<file path="config.mk">
export PLATFORM = sky130hd
export DESIGN_NAME = mema_chunk_scheduler
export DESIGN_NICKNAME = d
export VERILOG_FILES = /design/src/rtl/mema_chunk_scheduler.sv
export SDC_FILE = /design/constraint.sdc
export NUM_CORES = 1
export LEC_CHECK = 0
export BUFFER_PORTS_ARGS = -buffer_cell sky130_fd_sc_hd__buf_2
export CAP_MARGIN = 20
export CORE_MARGIN = 4
export CORE_UTILIZATION = 50
export CTS_CLUSTER_SIZE = 28
export DETAILED_ROUTE_END_ITERATION = 8
export HOLD_SLACK_MARGIN = 0.02
export PLACE_DENSITY = 0.82
export SLEW_MARGIN = 20
export SYNTH_ARGS = -nofsm -noshare
export SYNTH_HDL_FRONTEND = slang
export SYNTH_SLANG_ARGS = --single-unit
</file>
<file path="constraint.sdc">
create_clock -name clk -period 4 [get_ports clk]
set_input_delay 0.4 -clock clk [delete_from_list [all_inputs] [get_ports clk]]
set_output_delay 0.4 -clock clk [all_outputs]
set_load 0.05 [all_outputs]
</file>
<file path="src/rtl/mema_chunk_scheduler.sv">
// rtl/mema_chunk_scheduler.sv - row-by-row matrix-A read sequencer with per-lane chunk handshakes
//
// Steps the memA read address over rows 0..row_count-1. For every row it waits
// for the memory read latency, then offers each lane chunk indices
// 1..no_of_multiples[lane] under a valid/ready handshake. It moves to the next
// row only once every lane has taken all of its chunks.
//
// Ports:
//   clk, rst           clock, synchronous active-high reset
//   start              one-cycle pulse, accepted only while idle
//   row_count          rows to process, sampled on start, clamped to memory_A_height+1
//   no_of_multiples    per-lane chunk counts (lane L at [(L+1)*W-1 -: W]), sampled on start
//   I_am_ready         per-lane ready
//   memA_read_address  registered A read address
//   chunk_index        per-lane current chunk index, 1-based
//   chunk_valid        per-lane chunk valid
//   row_done           one-cycle pulse after all lanes finish a row
//   busy               high while a pass is in progress
//   done               one-cycle pulse at the end of a pass
module mema_chunk_scheduler #(
    parameter int no_of_row_by_vector_modules  = 4,
    parameter int memory_A_height              = 2000,
    parameter int address_width                = $clog2(memory_A_height) + 1,
    parameter int multiples_memory_value_width = 32,
    parameter int read_latency                 = 2
) (
    input  logic                                                           clk,
    input  logic                                                           rst,
    input  logic                                                           start,
    input  logic [address_width:0]                                         row_count,
    input  logic [multiples_memory_value_width*no_of_row_by_vector_modules-1:0] no_of_multiples,
    input  logic [no_of_row_by_vector_modules-1:0]                         I_am_ready,
    output logic [address_width-1:0]                                       memA_read_address,
    output logic [multiples_memory_value_width*no_of_row_by_vector_modules-1:0] chunk_index,
    output logic [no_of_row_by_vector_modules-1:0]                         chunk_valid,
    output logic                                                           row_done,
    output logic                                                           busy,
    output logic                                                           done
);

    localparam int N      = no_of_row_by_vector_modules;
    localparam int W      = multiples_memory_value_width;
    localparam int WAIT_W = (read_latency > 1) ? $clog2(read_latency) : 1;

    localparam logic [WAIT_W-1:0]      WAIT_LAST = WAIT_W'(read_latency - 1);
    localparam logic [address_width:0] ROWS_MAX  = (address_width + 1)'(memory_A_height + 1);

    localparam logic [2:0] ST_IDLE    = 3'd0;
    localparam logic [2:0] ST_SETTLE  = 3'd1;
    localparam logic [2:0] ST_ISSUE   = 3'd2;
    localparam logic [2:0] ST_ROW_END = 3'd3;
    localparam logic [2:0] ST_DONE    = 3'd4;

    logic [2:0]               r_state;
    logic [address_width-1:0] r_addr;
    logic [address_width:0]   r_rows;
    logic [N-1:0][W-1:0]      r_mult;
    logic [N-1:0][W-1:0]      r_idx;
    logic [N-1:0]             r_fin;
    logic [WAIT_W-1:0]        r_wait;

    logic [address_width:0]   w_rows_clamped;
    logic [N-1:0]             w_valid;
    logic [N-1:0]             w_hs;
    logic [N-1:0]             w_last;
    logic [N-1:0]             w_zero;
    logic [N-1:0]             w_fin_next;
    logic                     w_last_row;

    assign w_rows_clamped = (row_count > ROWS_MAX) ? ROWS_MAX : row_count;
    assign w_last_row     = ({1'b0, r_addr} == (r_rows - (address_width + 1)'(1)));

    always_comb begin
        w_valid    = '0;
        w_hs       = '0;
        w_last     = '0;
        w_zero     = '0;
        w_fin_next = '0;
        for (int l = 0; l < N; l++) begin
            w_valid[l]    = (r_state == ST_ISSUE) && !r_fin[l];
            w_hs[l]       = w_valid[l] && I_am_ready[l];
            w_last[l]     = (r_idx[l] >= r_mult[l]);
            w_zero[l]     = (r_mult[l] == '0);
            // Includes lanes finishing on this very edge so the row can close
            // without an extra idle ISSUE cycle.
            w_fin_next[l] = r_fin[l] || (w_hs[l] && w_last[l]);
        end
    end

    always_ff @(posedge clk) begin
        if (rst) begin
            r_state <= ST_IDLE;
            r_addr  <= '0;
            r_rows  <= '0;
            r_mult  <= '0;
            r_fin   <= '0;
            r_wait  <= '0;
            for (int l = 0; l < N; l++) begin
                r_idx[l] <= W'(1);
            end
        end else begin
            case (r_state)
                ST_IDLE: begin
                    if (start) begin
                        r_rows <= w_rows_clamped;
                        r_mult <= no_of_multiples;
                        r_addr <= '0;
                        r_wait <= '0;
                        for (int l = 0; l < N; l++) begin
                            r_idx[l] <= W'(1);
                        end
                        r_state <= (w_rows_clamped == '0) ? ST_DONE : ST_SETTLE;
                    end
                end
                ST_SETTLE: begin
                    if (r_wait == WAIT_LAST) begin
                        r_wait  <= '0;
                        // Fresh flags for the new row; zero-chunk lanes start finished.
                        r_fin   <= w_zero;
                        r_state <= ST_ISSUE;
                    end else begin
                        r_wait <= r_wait + WAIT_W'(1);
                    end
                end
                ST_ISSUE: begin
                    for (int l = 0; l < N; l++) begin
                        if (w_hs[l] && !w_last[l]) begin
                            r_idx[l] <= r_idx[l] + W'(1);
                        end
                    end
                    r_fin <= w_fin_next;
                    if (&w_fin_next) begin
                        r_state <= ST_ROW_END;
                    end
                end
                ST_ROW_END: begin
                    if (w_last_row) begin
                        r_state <= ST_DONE;
                    end else begin
                        r_addr <= r_addr + address_width'(1);
                        for (int l = 0; l < N; l++) begin
                            r_idx[l] <= W'(1);
                        end
                        r_state <= ST_SETTLE;
                    end
                end
                ST_DONE: begin
                    r_state <= ST_IDLE;
                end
                default: begin
                    r_state <= ST_IDLE;
                end
            endcase
        end
    end

    assign memA_read_address = r_addr;
    assign chunk_index       = r_idx;
    assign chunk_valid       = w_valid;
    assign row_done          = (r_state == ST_ROW_END);
    assign busy              = (r_state != ST_IDLE);
    assign done              = (r_state == ST_DONE);

endmodule

</file>
==> impl_metrics.env <==
export IMPL_status="complete, no violations"
export IMPL_tightest_slew_ps=1100
export IMPL_period_share_pct=90.4
export IMPL_cts_buffer_depth=3
export IMPL_yosys_top_cells_count="nand2_1, a21oi_1, dfxtp_1, inv_1, ha_1"
export IMPL_place_hpwl_um=35800
export IMPL_h_tree_depth=2
export IMPL_drt_total_wl_um=48900
export IMPL_drt_iter0_drc=1021
export IMPL_fmax_mhz=276
export IMPL_grtUsageTotal_pct=26.3
export IMPL_hold_path_class="in -> reg"
export IMPL_internal_power_w=0.00514
export IMPL_initial_utilization_pct=50.8
export IMPL_io_buffer_count=294
export IMPL_worstPathArrival_ps=4060
export IMPL_max_vdd_ir_drop_mv=0.350
export IMPL_synth_area_leader_cell="dfxtp_1"
export IMPL_p_per_area_mw_per_mm2=372
export IMPL_slew_headroom_pct=26.5
export IMPL_die_area_mm2=0.0352
export IMPL_yosysMostFrequentCell="nand2_1"
export IMPL_cts_root_buf="clkbuf_16"
export IMPL_total_power_w=0.00706
export IMPL_cp_common_cell="a21oi_1"
export IMPL_grt_pass1_vias=15755
export IMPL_syn_area_mm2=0.0161
export IMPL_final_area_mm2=0.0190
export IMPL_ys_seq_area_share_pct=35.9
export IMPL_async_flop_share_pct=0
export IMPL_postLayoutCoreUtil_pct=59.8
export IMPL_clk_latency_ps=520
export IMPL_power_share_switching_pct=27.3
export IMPL_place_area_mm2=0.0179
export IMPL_core_area_mm2=0.0317
export IMPL_p_sw_w=0.00192
export IMPL_p_leak_nw=7.73
export IMPL_drc_errors=0
export IMPL_p_clk_share_pct=43.9
export IMPL_grt_pass1_wl_um=78500
export IMPL_cp_end_kind="flop"
export IMPL_fp_dieH_um=188
export IMPL_syn_avg_cell_area_um2=7.66
export IMPL_ys_top_cells_by_area="dfxtp_1, ha_1, a21oi_1"
export IMPL_syn_num_nets=2387
export IMPL_min_path_cells=3
export IMPL_worstReg2RegEnd="chunk_index[116]"
export IMPL_final_layout_size_suffix_gt1_share_pct=16.3
export IMPL_seqPwrFrac_pct=43.8
export IMPL_gp_congestion=0.908
export IMPL_comb_power_share_pct=12.3
export IMPL_synth_warnings=0
export IMPL_path_cells="ha_1 -> a21oi_1 -> o21ai_0 -> a221o_1 -> a2111o_1 -> o41a_1 -> or3_1 -> or4_1 -> a21oi_1"
export IMPL_min_period_ps=3620
export IMPL_avgRoutedWirePerCell_um=17.7
export IMPL_path_buf_inv=0
export IMPL_holdPathEnd="r_mult[49]"
export IMPL_finClkSkew_ps=13.5
export IMPL_startpoint_type="flop"
export IMPL_grt_antenna_before_repair=5
export IMPL_hold_viol_final=0
export IMPL_clkSinkCount=289
export IMPL_synth_top_area_share_pct=35.9
export IMPL_rsz0062_at_grt="false"
export IMPL_boundaryPins=295
export IMPL_cap_violations=0
export IMPL_viasPerCell=5.98
export IMPL_synth_edf_count=0
export IMPL_synth_flop_cell="dfxtp_1"
export IMPL_crit_type="reg -> reg"
export IMPL_synthDistinctLibCells=63
export IMPL_first_pass_iters=5
export IMPL_num_vias=16545
export IMPL_numCtsBuffers=35
export IMPL_cts_repair_resized=0
export IMPL_die_w_um=188
export IMPL_ys_ff_latch=289
export IMPL_reg2regPathDepth=9
export IMPL_crit_slowest_cell="or3_1"
export IMPL_final_antenna_net_count=0
export IMPL_hp_start="no_of_multiples[49]"
export IMPL_worst_endpoint_required_ps=4440
export IMPL_grt_overflow=0
export IMPL_cpLargestDelayFamily="compound AO/OA/AOI/OAI gates"
export IMPL_row_count=65
export IMPL_path_clk_slew_ps=60
export IMPL_reg2reg_from="chunk_index[115]"
export IMPL_postCtsHoldBufs=0
export IMPL_postSynthCellCount=2105
export IMPL_r2r_slack_ps=380
export IMPL_setup_viol=0
export IMPL_cts_tree="yes"
export IMPL_nets=2620
export IMPL_maxSlewViolCount=0
export IMPL_critPathMaxFanout=18
export IMPL_grt_max_degree=102
export IMPL_cpPeakStageDelay_ps=620
export IMPL_syn_to_final_growth_pct=17.6
export IMPL_fin_tns_setup_ps=0
export IMPL_post_cts_setup_buffers=0
[metal layers]
layer	routed length (um)	vias to the layer above	global-route usage (%)
li1	-	8009	-
met1	20000	7802	33.0
met2	23500	609	45.3
met3	3670	121	5.06
met4	1690	4	9.60
met5	27	-	0
[metrics by stage]
stage          cells  hold WS, ps  worst slack (ps)
2_1_floorplan   2105          449               401
3_3_place_gp    2703          460               510
3_5_place_dp    2703          464               397
4_1_cts         2764          108               387
5_1_grt         2767          118               180
6_report        2767          124               382
[cells by family (layout without fill, tap and decap cells)]
logic type / Yosys count / count (layout) / share of synthesized area (%)
compound gates: 522 / 522 / 18.9
fa+ha+maj: 134 / 134 / 10.4
buf+inv: 281 / 538 / 6.72
other cells: 0 / 3 / 0
simple gates: 852 / 852 / 26.7
mux: 2 / 2 / 0.124
xor+xnor: 25 / 25 / 1.36
flops: 289 / 289 / 35.9
[flip-flops by register name, summed over array words and instances (netlist names)]
signal / count
r_fin: 4
memA_read_address: 12
r_wait: 1
r_state: 3
r_mult: 128
r_rows: 13
chunk_index: 128
[area by class of cell]
cell class / instances / area [um2]
diodes: 3 / 7.51
clock buffers: 49 / 1010
well taps: 402 / 503
repair buffers: 314 / 1660
clock inverters: 12 / 96.3
fillers: 2805 / 12700
inverters: 163 / 612
multi-input cells: 1535 / 9290
flip-flops and latches: 289 / 5790
[worst register-to-register path: stages, from the launching register on]
cell	delay, ps
dfxtp_1	420
ha_1	280
a21oi_1	160
o21ai_0	100
a221o_1	360
a2111o_1	460
o41a_1	530
or3_1	620
or4_1	490
a21oi_1	140
[power by group through the flow]
| stage | sequential (W) | clock [W] | combinational (W) |
|---|---|---|---|
| after global placement | 0.00315 | 0 | 0.000833 |
| final | 0.00309 | 0.00310 | 0.000867 |
| after global routing | 0.00311 | 0.00326 | 0.000970 |
| after CTS | 0.00309 | 0.00315 | 0.000867 |
| after floorplan | 0.00312 | 0 | 0.000593 |
| after detailed placement | 0.00315 | 0 | 0.000860 |
[how the worst max path moves through the flow]
stage	from	end	slack, ps	depth (start not counted)
4_1_cts	chunk_index[113]	chunk_index[116]	390	9
3_3_place_gp	r_mult[113]	chunk_index[114]	510	10
3_5_place_dp	chunk_index[113]	chunk_index[118]	400	9
2_1_floorplan	chunk_index[113]	chunk_index[111]	400	11
6_report	chunk_index[115]	chunk_index[116]	380	9
5_1_grt	chunk_index[113]	chunk_index[124]	180	9
[cells in the final DEF (no fill, tap or decap), types with 60 or more instances in the layout]
cell type / n
ha_1: 134
dfxtp_1: 289
buf_2: 293
nor2_1: 60
o21ai_0: 79
nand3_1: 71
or4_1: 63
nand2_1: 358
a21oi_1: 298
inv_1: 163
or3_1: 64
(Power assumes the default switching activity.)
